--- src/rtl/data_sync_pulse_pkg.sv ---
// rtl/data_sync_pulse_pkg.sv - shared constants for the qualifier-enable data synchroniser
package data_sync_pulse_pkg;

  localparam int MODE_LEVEL      = 0;
  localparam int MODE_TOGGLE     = 1;

  localparam int NUM_STAGES_MIN  = 2;
  localparam int NUM_STAGES_MAX  = 8;

endpackage

--- src/rtl/data_sync_pulse_sync_chain.sv ---
// rtl/data_sync_pulse_sync_chain.sv - single-bit flop chain synchroniser, async active-low reset
module data_sync_pulse_sync_chain #(
  parameter int NUM_STAGES = 2
) (
  input  logic clk,
  input  logic rst_n,
  input  logic d_in,
  output logic sync_out
);

  logic [NUM_STAGES-1:0] stage_q;
  logic [NUM_STAGES-1:0] stage_d;

  always_comb begin
    stage_d = {stage_q[NUM_STAGES-2:0], d_in};
  end

  always_ff @(posedge clk or negedge rst_n) begin
    if (!rst_n) begin
      stage_q <= '0;
    end else begin
      stage_q <= stage_d;
    end
  end

  assign sync_out = stage_q[NUM_STAGES-1];

endmodule

--- src/rtl/data_sync_pulse.sv ---
// rtl/data_sync_pulse.sv - captures a quasi-static bus on an edge of the synchronised qualifier
module data_sync_pulse
  import data_sync_pulse_pkg::*;
#(
  parameter int NUM_STAGES  = 2,
  parameter int BUS_WIDTH   = 8,
  parameter int TOGGLE_MODE = MODE_LEVEL,
  parameter int CNT_WIDTH   = 8
) (
  input  logic                 CLK,
  input  logic                 RST,
  input  logic [BUS_WIDTH-1:0] UNSYNC_BUS,
  input  logic                 BUS_ENABLE,
  output logic [BUS_WIDTH-1:0] SYNC_BUS,
  output logic                 ENABLE_PULSE,
  output logic [CNT_WIDTH-1:0] CAPTURE_CNT
);

  logic                 sync_en;
  logic                 cap;
  logic                 en_q;
  logic                 en_d;
  logic [BUS_WIDTH-1:0] sync_bus_q;
  logic [BUS_WIDTH-1:0] sync_bus_d;
  logic                 pulse_q;
  logic                 pulse_d;
  logic [CNT_WIDTH-1:0] cnt_q;
  logic [CNT_WIDTH-1:0] cnt_d;

  data_sync_pulse_sync_chain #(
    .NUM_STAGES (NUM_STAGES)
  ) u_sync_chain (
    .clk      (CLK),
    .rst_n    (RST),
    .d_in     (BUS_ENABLE),
    .sync_out (sync_en)
  );

  // en_q resets to 0, so an enable already high at reset release still captures once
  always_comb begin
    en_d       = sync_en;
    cap        = (TOGGLE_MODE == MODE_TOGGLE) ? (sync_en ^ en_q) : (sync_en & ~en_q);
    sync_bus_d = sync_bus_q;
    pulse_d    = 1'b0;
    cnt_d      = cnt_q;
    if (cap) begin
      sync_bus_d = UNSYNC_BUS;
      pulse_d    = 1'b1;
      cnt_d      = cnt_q + 1'b1;
    end
  end

  always_ff @(posedge CLK or negedge RST) begin
    if (!RST) begin
      en_q       <= 1'b0;
      sync_bus_q <= '0;
      pulse_q    <= 1'b0;
      cnt_q      <= '0;
    end else begin
      en_q       <= en_d;
      sync_bus_q <= sync_bus_d;
      pulse_q    <= pulse_d;
      cnt_q      <= cnt_d;
    end
  end

  assign SYNC_BUS     = sync_bus_q;
  assign ENABLE_PULSE = pulse_q;
  assign CAPTURE_CNT  = cnt_q;

endmodule
--- config.mk ---
export PLATFORM = sky130hd
export DESIGN_NAME = data_sync_pulse
export DESIGN_NICKNAME = d
export VERILOG_FILES = /design/src/rtl/data_sync_pulse_pkg.sv /design/src/rtl/data_sync_pulse_sync_chain.sv /design/src/rtl/data_sync_pulse.sv
export SDC_FILE = /design/constraint.sdc
export NUM_CORES = 1
export LEC_CHECK = 0
export CAP_MARGIN = 20
export CORE_MARGIN = 8
export CORE_UTILIZATION = 45
export CTS_CLUSTER_DIAMETER = 60
export DETAILED_ROUTE_END_ITERATION = 10
export PLACE_DENSITY = 0.88
export SLEW_MARGIN = 10
export SYNTH_ARGS = -nofsm -noshare
export SYNTH_HDL_FRONTEND = slang
export SYNTH_SLANG_ARGS = --single-unit
--- constraint.sdc ---
create_clock -name CLK -period 3.6 [get_ports CLK]
set_input_delay 0.9 -clock CLK [delete_from_list [all_inputs] [get_ports CLK]]
set_output_delay 0.9 -clock CLK [all_outputs]
set_load 0.05 [all_outputs]
**Word-level counts from Yosys, hierarchy flattened**

Cells that the tools add are included.

- Muxes and demuxes: 1
- Add/sub/neg operators: 1
- Bitwise operators: 2

Operators with widths:

| cell | number |
|---|---|
| $add A8 B1 Y8 const B | 1 |
| $and A1 B1 Y1 | 1 |
| $mux W1 | 1 |
| $not A1 Y1 | 1 |

- Input bits: 11
- Word-level logic and storage cells: 9
- Register bits: 20

**Logic depth before layout (Yosys ltp)**

Gate-level depths: netlist of the first run.

- Depth after elaboration: 3
- Depth in mapped cells: 4
- Mapped depth without buffers: 3

**Cells and area by module**

From an unflattened synthesis of the first run, not the netlist that was laid out.

- Cells, all modules: 47
- Area, all modules: 754.5 µm²

Modules (own cells, without submodules):

| module | cells each | sequential area each (µm²) | instances | area an instance (µm²) |
|---|---|---|---|---|
| data_sync_pulse | 45 | 450.4 | 1 | 704.4 |
| data_sync_pulse_sync_chain | 2 | 50.0 | 1 | 50.0 |

**Worst setup path before layout of the first run**

No wires, ideal clock.

- Kind: register to output
- Start: register cnt_q[0], in the netlist CAPTURE_CNT[0]
- End: output port CAPTURE_CNT[0]
- Data arrival time: 669 ps
- Data required time: 2700 ps
- Cell stages (with the launch flop): 1
- Setup slack: 2031 ps
- Buffers on the path: 0
- Cell sequence: dfrtp_1

RTL lines:

| what | line | RTL |
|---|---|---|
| start: declaration | data_sync_pulse.sv:27 | `logic [CNT_WIDTH-1:0] cnt_q;` |
| start signal: assignment | data_sync_pulse.sv:63 | `cnt_q <= cnt_d;` |
| end: declaration | data_sync_pulse.sv:16 | `output logic [CNT_WIDTH-1:0] CAPTURE_CNT` |

No word-level cell between the ends.

**Final worst setup path of the first run**

- Start: register cnt_q[0], in the netlist CAPTURE_CNT[0]
- End: output port CAPTURE_CNT[0]

No word-level cell between the ends.

==> impl_metrics.py, run 1 <==
metrics = {
    "die": {
        "floorplan.initialDensity_pct": 48.94,
        "pin_count": 28,
        "die_w_um": 56.95,
        "rows": 14,
        "die_h_um": 56.95,
        "die_area_um2": 3243,
        "core_um2": 1541,
    },
    "final_layout": {
        "fin_util_pct": 69.16,
        "fill_cells": 120,
        "seq_area_um2": 500.5,
        "diodes": 0,
        "final_layout_size_suffix_gt1_share_pct": 19.48,
        "final_cell_mix": "27 x clkdlybuf4s50_1, 20 x dfrtp_1, 9 x mux2_2",
        "area_delta_synth_final_pct": 41.29,
        "multi_input_area_um2": 239.0,
        "nets": 90,
        "final_common_cell": "clkdlybuf4s50_1",
    },
    "setup_path": {
        "crit_slowest_cell": "clkdlybuf4s50_1",
        "critPathArrivalTime_ns": 1.62,
        "cp.required_ns": 2.70,
        "rr_startpoint": "en_q",
        "ff2ff_setup_slack_ns": 2.39,
        "r2r-end": "SYNC_BUS[7]",
        "cp_slowest_stage_delay_ns": 0.85,
        "path_delay_family": "buffers and inverters",
        "critPathBufInv": 1,
        "worstRegToRegCells": 2,
        "end_kind": "output pin",
        "start_kind": "register",
        "crit_type": "register to output pin",
        "crit_path_max_fanout": 6,
        "path_cells": "clkdlybuf4s50_1",
    },
    "min_path": {
        "holdPathStages": 0,
        "hp-start": "u_sync_chain.stage_q[0]",
        "hp-class": "register to register",
        "hold_end": "u_sync_chain.stage_q[1]",
    },
    "timing": {
        "period_needed_ns": 2.517,
        "clock-skew-final_ns": 0.0008870,
        "worst_pin_slew_ns": 0.8711,
        "timing.fmax_mhz": 397.2,
        "setup_tns_ns": 0,
        "setup_viol": 0,
        "slew_viol_final": 0,
        "max_slew_margin_pct": 41.75,
        "worst_hold_slack_ns": 0.3668,
        "rsz0062_at_grt": "false",
        "hold_viol_final": 0,
        "period_share_pct": 69.93,
    },
    "synthesis": {
        "synth_area_leaders": "dfrtp_1 66%, mux2_2 13%, xnor2_1 7.0%",
        "syn_avg_cell_area_um2": 16.05,
        "ys_ff_latch": 20,
        "synth_top_area_cell": "dfrtp_1",
        "ys_warn_count": 0,
        "synth_cells": 47,
        "synth_nets": 59,
        "synth_top_area_share_pct": 66.33,
        "ys_seq_area_share_pct": 66.33,
        "syn_area_um2": 754.5,
        "synth_cell_type_count": 11,
    },
    "clocking": {
        "cts_setup_buffers": 0,
        "cts_sinks": 20,
        "cts_hold_buf": 0,
        "tritoncts.num_buffers": 3,
        "cts_tree": "built",
        "cts-root-buf": "clkbuf_4",
        "clockBufferDepth": 2,
        "htree_num_levels": 1,
        "clkLatencyLatePin_ns": 0.29,
        "clkTransAtPathRegs_ns": 0.11,
        "cts_resized": 0,
    },
    "power": {
        "total_power_mw": 0.7768,
        "p_leak_nw": 0.4503,
        "irDropWorstVdd_v": 0.0003994,
        "power_density_nw_per_um2": 728.7,
    },
    "global_routing": {
        "overflow": 0,
        "grt_usage_pct": 9.715,
        "grt_pass1_vias": 533,
        "grt_pass1_wl_um": 2484,
        "grt_max_degree": 21,
        "antenna_found_initial": 0,
    },
    "route": {
        "route.detailed.drc": 0,
        "drt-pass1-iter-count": 4,
        "vias": 473,
        "drtAntennaViolNets": 0,
        "drt_iter0_markers": 3,
        "wl_per_cell_um": 15.30,
        "via_per_inst": 5.086,
        "wl_um": 1423,
    },
    "placed_design": {
        "io_buffer_count": 27,
        "gp_congestion": 0.7509,
    },
    "run_status": {
        "status": "finished clean",
    },
    "flow_run": {
        "maxCapViolations": 0,
    },
}
## layer usage
layer	part of all wire, %	GRT usage, %	vias to the layer above
met5	0	0	-
met3	8.4	3.540	2
li1	-	-	222
met2	47	14.26	19
met1	42	10.99	230
met4	1.9	8.054	0
## worst max path at each step
stage                               from  cells past startpoint  slack [ns]             end
after floorplan           CAPTURE_CNT[0]                      0        2.03  CAPTURE_CNT[0]
after global placement    CAPTURE_CNT[0]                      1        1.46  CAPTURE_CNT[0]
after detailed placement  CAPTURE_CNT[0]                      1        1.40  CAPTURE_CNT[0]
after CTS                 CAPTURE_CNT[0]                      1        1.06  CAPTURE_CNT[0]
after global routing      CAPTURE_CNT[0]                      1        1.00  CAPTURE_CNT[0]
final                     CAPTURE_CNT[0]                      1        1.08  CAPTURE_CNT[0]
## sequential cells by signal, indices dropped and copies added, names as in the netlist
signal / flops
CAPTURE_CNT: 8
ENABLE_PULSE: 1
SYNC_BUS: 8
en_q: 1
u_sync_chain.stage_q: 2
## final cells by class
type	instances	area share, %
sequential	20	46.95
timing repair buffer	27	25.35
multi-input combinational	26	22.42
clock buffer	4	3.404
tap	16	1.878
## Yosys cell counts, drive strengths merged
library cell  number
and3               1
nor2b              1
buf                1
dfrtp             20
mux2               9
xnor2              6
nand4              4
and4b              1
ha                 1
nand2              2
xor2               1
## stage by stage
| stage | area, um^2 | setup WS (ns) | instances |
|---|---|---|---|
| 3_5_place_dp | 1030 | 1.401 | 89 |
| 2_1_floorplan | 754.5 | 2.031 | 47 |
| 6_report | 1066 | 1.083 | 93 |
| 3_3_place_gp | 1030 | 1.463 | 89 |
| 5_1_grt | 1066 | 1.004 | 93 |
| 4_1_cts | 1066 | 1.059 | 93 |
## power by group
part	switching, mW	total [mW]	internal [mW]
Sequential	0.0486	0.319	0.271
Clock	0.0662	0.128	0.0616
Combinational	0.207	0.330	0.122
Total	0.322	0.777	0.455
## kinds of logic (layout without fill, tap and decap cells)
family / after synthesis / after routing / synth area share (%)
XOR/XNOR: 7 / 7 / 8.126
adder cells (fa/ha/maj): 1 / 1 / 1.658
buffers and inverters: 1 / 31 / 1.989
flip-flops: 20 / 20 / 66.33
multiplexers: 9 / 9 / 13.43
AND/OR/NAND/NOR: 9 / 9 / 8.458
Note: power is estimated with default switching activity, not from simulation.
==> run 2, diff against run 1 <==
Settings changed: CORE_UTILIZATION 45 to 42, PLACE_DENSITY 0.88 to 0.83.
Clock period 3.6 ns to 2.44 ns, I/O delays scaled along.
==> impl_metrics.py, run 2 (same netlist as run 1, synthesis figures left out) <==
metrics = {
    "timing": {
        "clock-skew-final_ns": 0.01251,
        "worst_hold_slack_ns": 0.3607,
        "setup_tns_ns": 0,
        "rsz0062_at_grt": "false",
        "hold_viol_final": 0,
        "slew_viol_final": 0,
        "setup_viol": 0,
        "period_share_pct": 90.46,
        "max_slew_margin_pct": 64.46,
        "period_needed_ns": 2.207,
        "timing.fmax_mhz": 453.1,
        "worst_pin_slew_ns": 0.5315,
    },
    "die": {
        "floorplan.initialDensity_pct": 44.18,
        "pin_count": 28,
        "rows": 15,
        "core_um2": 1708,
        "die_h_um": 58.39,
        "die_area_um2": 3409,
        "die_w_um": 58.39,
    },
    "power": {
        "clockPowerShare_pct": 21.2,
        "switching_share_pct": 39.02,
        "p_leak_nw": 0.4620,
        "irDropWorstVdd_v": 0.0005503,
        "p_switching_mw": 0.4778,
        "combPwrFrac_pct": 40.2,
        "power_density_nw_per_um2": 1112,
        "p_int_mw": 0.7468,
        "seqPwrFrac_pct": 38.5,
    },
    "final_layout": {
        "fill_cells": 135,
        "final_area_um2": 1101,
        "fin_util_pct": 64.47,
        "diodes": 0,
        "nets": 91,
        "final_layout_size_suffix_gt1_share_pct": 20.51,
        "fin_cells": 103,
        "final_common_cell": "clkdlybuf4s50_1",
        "final_cell_mix": "27 x clkdlybuf4s50_1, 20 x dfrtp_1, 9 x mux2_2",
        "area_delta_synth_final_pct": 45.94,
    },
    "clocking": {
        "cts_tree": "built",
        "cts_hold_buf": 0,
        "tritoncts.num_buffers": 3,
        "cts_sinks": 20,
        "cts-root-buf": "clkbuf_4",
        "clockBufferDepth": 2,
        "cts_resized": 0,
        "htree_num_levels": 1,
        "cts_setup_buffers": 0,
        "clkTransAtPathRegs_ns": 0.12,
        "clkLatencyLatePin_ns": 0.29,
    },
    "global_routing": {
        "antenna_found_initial": 0,
        "overflow": 0,
        "grt_usage_pct": 9.528,
        "grt_pass1_wl_um": 2573,
        "grt_max_degree": 21,
        "grt_pass1_vias": 585,
    },
    "setup_path": {
        "critPathArrivalTime_ns": 1.60,
        "crit_type": "register to output pin",
        "worstRegToRegCells": 2,
        "crit_slowest_cell": "clkdlybuf4s50_1",
        "path_cells": "clkdlybuf4s50_1",
        "cp.required_ns": 1.83,
        "path_delay_family": "buffers and inverters",
        "end_kind": "output pin",
        "start_kind": "register",
        "crit_path_max_fanout": 6,
        "cp_slowest_stage_delay_ns": 0.86,
        "crit_cells": 1,
        "critPathBufInv": 1,
    },
    "placed_design": {
        "io_buffer_count": 27,
        "gp_congestion": 0.7471,
        "placed_cell_area_um2": 1049,
        "dp_hpwl_um": 1090,
        "dp_cells": 99,
    },
    "min_path": {
        "holdPathStages": 0,
        "hp-class": "register to register",
    },
    "flow_run": {
        "maxCapViolations": 0,
    },
    "route": {
        "route.detailed.drc": 0,
        "wl_um": 1448,
        "drtAntennaViolNets": 0,
        "drt-pass1-iter-count": 2,
        "vias": 481,
        "via_per_inst": 4.670,
        "wl_per_cell_um": 14.06,
        "drt_iter0_markers": 1,
    },
    "run_status": {
        "status": "finished clean",
    },
}
run 2: changes by cell type in the layout (fill, tap and decap cells not counted), sizes merged:
cell,previous run,this run
clkbuf,4,3
bufinv,0,1
buf,0,1
run 2: layout make-up:
| cell class | count | area (um^2) | area share (%) |
|---|---|---|---|
| Clock inverter | 1 | 30.03 | 2.727 |
| Sequential cell | 20 | 500.5 | 45.45 |
| Timing Repair Buffer | 28 | 277.8 | 25.23 |
| Multi-Input combinational cell | 26 | 239.0 | 21.70 |
| Tap cell | 25 | 31.28 | 2.841 |
| Clock buffer | 3 | 22.52 | 2.045 |
run 2: metrics by stage:
stage	worst slack (ns)	power [mW]
floorplan	1.060	0.7844
global placement	0.5759	0.9611
detailed placement	0.5696	0.9735
CTS	0.2185	1.240
global route	0.1790	1.281
finish	0.2328	1.225
run 2: worst paths after layout:
check	startpoint	end	slack, ns
worst min-delay path	u_sync_chain.stage_q[0]	u_sync_chain.stage_q[1]	0.36
worst max-delay path	CAPTURE_CNT[0]	CAPTURE_CNT[0]	0.23
worst max register to register	en_q	SYNC_BUS[6]	1.18
min in group asynchronous	RST	SYNC_BUS[3]	0.64
max in group asynchronous	RST	CAPTURE_CNT[6]	1.58
worst min register to register	u_sync_chain.stage_q[0]	u_sync_chain.stage_q[1]	0.36
run 2: power groups by stage:
stage | registers [mW] | logic [mW] | clock network [mW]
detailed placement | 0.478 | 0.496 | 0
floorplan | 0.698 | 0.0864 | 0
finish | 0.472 | 0.493 | 0.260
global placement | 0.472 | 0.489 | 0
CTS | 0.472 | 0.499 | 0.268
global route | 0.484 | 0.519 | 0.278
run 2: routing by layer:
| layer | global-route usage [%] | wire (um) | share of wire, % |
|---|---|---|---|
| met1 | 10.70 | 611 | 42 |
| met2 | 15.43 | 649 | 45 |
| met3 | 5.217 | 187 | 13 |
| met4 | 2.098 | 0 | 0 |
| met5 | 0 | 0 | 0 |
==> patch 1 (flow settings as in run 2) <==
Put one more register stage on the output `CAPTURE_CNT`, cleared by the reset. The value now appears one clock later. The other outputs are not delayed to match.
--- a/src/rtl/data_sync_pulse.sv
+++ b/src/rtl/data_sync_pulse.sv
@@ -67,5 +67,11 @@
   assign SYNC_BUS     = sync_bus_q;
   assign ENABLE_PULSE = pulse_q;
-  assign CAPTURE_CNT  = cnt_q;
+  always_ff @(posedge CLK or negedge RST) begin
+    if (!RST) begin
+      CAPTURE_CNT <= '0;
+    end else begin
+      CAPTURE_CNT <= cnt_q;
+    end
+  end
 
 endmodule
Check against the original RTL: not equivalent (Yosys sat finds a counterexample within 4 cycles, from zero or initial values and one cycle with RST low).
==> patch 1 against run 2 <==
  * Clock power is 14% higher
  * Power is 16% higher
  * Via count is 14% higher
  * Worst hold slack better by 0.013 ns
  * Sequential cell count is 8 higher
  * Final area is 19% higher
  * Setup slack better by 0.079 ns
  * Synthesized area is 27% higher
  * Routed wire length is 2.1% higher
  * Global-route usage is 1.1 points lower
  * Highest routed layer is now met4
==> patch 1: results (changes against run 2) <==
Total Wirelength -> 1480 um (+2.1%)
first-pass GRT wire length -> 2640 um (+2.7%)
min-delay src -> u_sync_chain.stage_q[0]
post-synthesis sequential area ratio -> 0.734 (+0.0706)
total global routing overflow -> 0 (unchanged)
clock slew at reported path FFs -> 0.14 ns (+0.02 ns)
Worst Hold Path EP -> u_sync_chain.stage_q[1]
clk_lat worst skew -> 0.33 ns (+0.04 ns)
Nets -> 99 (+8.8%)
initial antenna violation count -> 0 (unchanged)
vias in the first global route -> 597 (+2.1%)
FF-to-FF path depth -> 2 (unchanged)
delay-heaviest family, CP -> buffers and inverters
Syn Nets -> 67 (+14%)
slew margin rel. -> 0.659 (+0.0147)
Worst path slowest cell -> clkdlybuf4s50_1
Post-CTS Setup Bufs -> 0 (unchanged)
routed length per instance -> 13.0 um (-7.8%)
First-pass DRT Iterations -> 3 (+1)
Hold Path Stages -> 0 (unchanged)
Crit Path Max Fanout -> 2 (-4)
CTS Buffer Depth -> 2 (unchanged)
commonest cells in the netlist -> 28 x dfrtp_1, 9 x mux2_2, 6 x xnor2_1, 4 x nand4_1, 2 x nand2_1
total track usage -> 0.0843 (-0.0110)
port buffer count -> 27 (unchanged)
Ant. Diodes -> 0 (unchanged)
dominant cells by area after synthesis -> dfrtp_1 73%, mux2_2 11%, xnor2_1 5.5%
Leak -> 0.000564 uW (+22%)
Setup Skew -> 0.0105 ns (-0.00206 ns)
H-tree level count -> 1 (unchanged)
placed cells -> 110 (+11%)
worst setup path startpoint -> SYNC_BUS[4]
clk root buf -> clkbuf_4
DP HPWL -> 1140 um (+4.9%)
Avg Inst Size Synth -> 17.4 sq um (+8.1%)
CP peak stage delay -> 0.81 ns (-0.05 ns)
layout cell share with drive strength beyond 1 -> 0.186 (-0.0191)
R2R setup slack -> 1.21 ns (+0.03 ns)
DR iter-0 viols -> 2 (+1)
TritonCTS Buffers -> 3 (unchanged)
Via density -> 4.82 (+3.3%)
cts repair resizes -> 0 (unchanged)
hold slack -> 0.374 ns (+0.0134 ns)
outcome -> complete, no violations
largest net degree at the start of global routing -> 29 (+38%)
Filler Cells Inserted -> 169 (+25%)
Critical R2R Launch -> u_sync_chain.stage_q[1]
VDD IR max -> 0.635 mV (+15%)
routability-driven placement congestion ratio -> 0.792 (+6.1%)
-- patch 1: cells by family (layout without fill, tap and decap cells) --
family	count (synthesis)	in the layout	share of synthesized area
flops	28	28	0.734
mux	9	9	0.106
buf+inv	1	32	0.0157
simple gates	9	9	0.0668
fa+ha+maj	1	1	0.0131
xor+xnor	7	7	0.0642
-- patch 1: layout make-up --
type | instances | area, sq um | share of cell area
clock inverter | 1 | 30.0 | 0.0230
sequential | 28 | 701 | 0.537
tap | 28 | 35.0 | 0.0268
timing repair buffer | 28 | 278 | 0.213
multi-input combinational | 26 | 239 | 0.183
clock buffer | 3 | 22.5 | 0.0173
-- patch 1: worst max path at each step --
stage	end	cells past startpoint
final	SYNC_BUS[4]	1
after global routing	SYNC_BUS[1]	1
after CTS	SYNC_BUS[1]	1
after detailed placement	SYNC_BUS[4]	1
after global placement	SYNC_BUS[1]	1
after floorplan	SYNC_BUS[0]	0
-- patch 1: where the power goes --
part | leakage (uW) | total (uW) | internal [uW] | switching (uW)
clock network | 0.0000279 | 296 | 166 | 129
registers | 0.000346 | 652 | 574 | 78.6
logic | 0.000190 | 477 | 180 | 297
total | 0.000564 | 1430 | 920 | 505
-- patch 1: layer usage --
metal / global-route usage / part of all wire / vias up
met5: 0 / 0 / -
met4: 0.0585 / 0.025 / 0
met3: 0.0530 / 0.11 / 5
met2: 0.125 / 0.47 / 20
met1: 0.0849 / 0.39 / 274
li1: - / - / 251
-- patch 1: metrics by stage --
step / cell area, sq um / setup slack (ns) / total power, uW
final: 1310 / 0.312 / 1430
after CTS: 1310 / 0.289 / 1440
after floorplan: 955 / 1.23 / 968
after detailed placement: 1250 / 0.686 / 1150
after global placement: 1250 / 0.703 / 1140
after global routing: 1310 / 0.239 / 1510
==> patch 2 (config.mk and constraints of run 2) <==
Without the edit above. The parameter `BUS_WIDTH` goes from 8 to 9.
--- a/src/rtl/data_sync_pulse.sv
+++ b/src/rtl/data_sync_pulse.sv
@@ -4,5 +4,5 @@
 #(
   parameter int NUM_STAGES  = 2,
-  parameter int BUS_WIDTH   = 8,
+  parameter int BUS_WIDTH   = 9,
   parameter int TOGGLE_MODE = MODE_LEVEL,
   parameter int CNT_WIDTH   = 8
Interface: changed (resized SYNC_BUS and UNSYNC_BUS); port bits go from 28 to 30. No check against the original RTL was run, so the function may have changed too.
==> patch 2 against run 2 <==
  * Synthesized cell count rose by 6.4%
  * Highest routed layer is now met4
  * Setup slack got worse by 0.093 ns
  * Routed wire length rose by 8.4%
  * Final area rose by 6.6%
  * Die area rose by 8.8%
  * Cell count rose by 5.8%
  * Global-route usage rose by 0.16 points
  * Power fell by 2.1%
  * Sequential share of layout area fell by 0.68 points
  * Synthesized area rose by 12%
  * Sequential power rose by 7.2%
  * Maximum frequency fell by 4.1%
  * Sequential cell count rose by 1
==> patch 2: results (changes against run 2) <==
outcome -> complete, no violations
final std cells w/o fill -> 109 (+5.8%)
total track usage -> 0.0969 (+0.00159)
DP HPWL -> 1190 um (+8.8%)
Setup Skew -> 0.00367 ns (-0.00885 ns)
R2R setup slack -> 1.09 ns (-0.09 ns)
r2r endpoint -> SYNC_BUS[0]
Leak -> 0.000496 uW (+7.3%)
DR iter-0 viols -> 3 (+2)
pre-CTS setup slack -> 0.467 ns (-0.103 ns)
Distinct cells, synth -> 14 (+3)
Post-DP Area -> 1150 sq um (+9.4%)
comb pwr -> 530 uW (+7.5%)
Worst path slowest cell -> clkdlybuf4s50_1
layout cell share with drive strength beyond 1 -> 0.207 (+0.00219)
Nets -> 96 (+5.5%)
routability-driven placement congestion ratio -> 0.679 (-9.2%)
Post-Synthesis Cells -> 50 (+6.4%)
largest net degree at the start of global routing -> 22 (+4.8%)
crit path DAT -> 1.69 ns (+0.09 ns)
commonest cells in the netlist -> 21 x dfrtp_1, 6 x mux2_4, 6 x xnor2_1, 4 x mux2_2, 3 x nand4_1
slew margin rel. -> 0.647 (+0.00220)
CTS Buffer Depth -> 2 (unchanged)
min-delay src -> u_sync_chain.stage_q[0]
Worst Hold Path EP -> u_sync_chain.stage_q[1]
Syn Nets -> 63 (+6.8%)
Via density -> 4.70 (+0.59%)
First-pass DRT Iterations -> 2 (unchanged)
Filler Cells Inserted -> 161 (+19%)
post-synthesis sequential area ratio -> 0.620 (-0.0430)
CP peak stage delay -> 0.88 ns (+0.02 ns)
routed length per instance -> 14.4 um (+2.5%)
hold slack -> 0.364 ns (+0.00308 ns)
sw frac -> 0.425 (+0.0346)
Syn. warnings -> 0 (unchanged)
max FFs per register -> 9
port buffer count -> 29 (+7.4%)
Sequential Power Share -> 0.422 (+0.037)
Final Cycle Share -> 0.943 (+0.0382)
post-synthesis adder-cell area fraction -> 0.0148 (-0.00181)
dominant cells by area after synthesis -> dfrtp_1 62%, mux2_4 11%, xnor2_1 6.2%
xor/xnor cell area share of the yosys netlist -> 0.0724 (-0.00888)
clock network fraction of total power -> 0.135 (-0.077)
vias in the first global route -> 540 (-7.7%)
first-pass GRT wire length -> 2460 um (-4.5%)
Critical R2R Launch -> u_sync_chain.stage_q[1]
fraction of synthesized area in multiplexers -> 0.160 (+0.0252)
VDD IR max -> 0.496 mV (-9.8%)
==> patch 2: cell types whose count changed after synthesis <==
cell and change:
buf_12 +1, and4b_2 -1, buf_6 +1, nand4_1 -1, mux2_4 +6, dfrtp_1 +1, buf_8 -1, nand4_4 +1
and4b_4 +1, mux2_2 -5
==> patch 2: layout make-up <==
| type | instances | area, sq um | share of cell area |
|---|---|---|---|
| tap | 27 | 33.8 | 0.0288 |
| sequential | 21 | 526 | 0.448 |
| timing repair buffer | 30 | 298 | 0.254 |
| clock buffer | 4 | 26.3 | 0.0224 |
| multi-input combinational | 27 | 290 | 0.247 |
==> patch 2: metal layers <==
layer  global-route usage  vias up  share of wire
li1                     -      238              -
met1                0.111      251           0.44
met2                0.136       19           0.47
met3               0.0360        4          0.060
met4               0.0897        0          0.025
met5                    0        -              0
==> patch 2: logic make-up after synthesis <==
group	after synthesis
xor+xnor	7
mux	10
fa+ha+maj	1
simple gates	9
buf+inv	2
flops	21
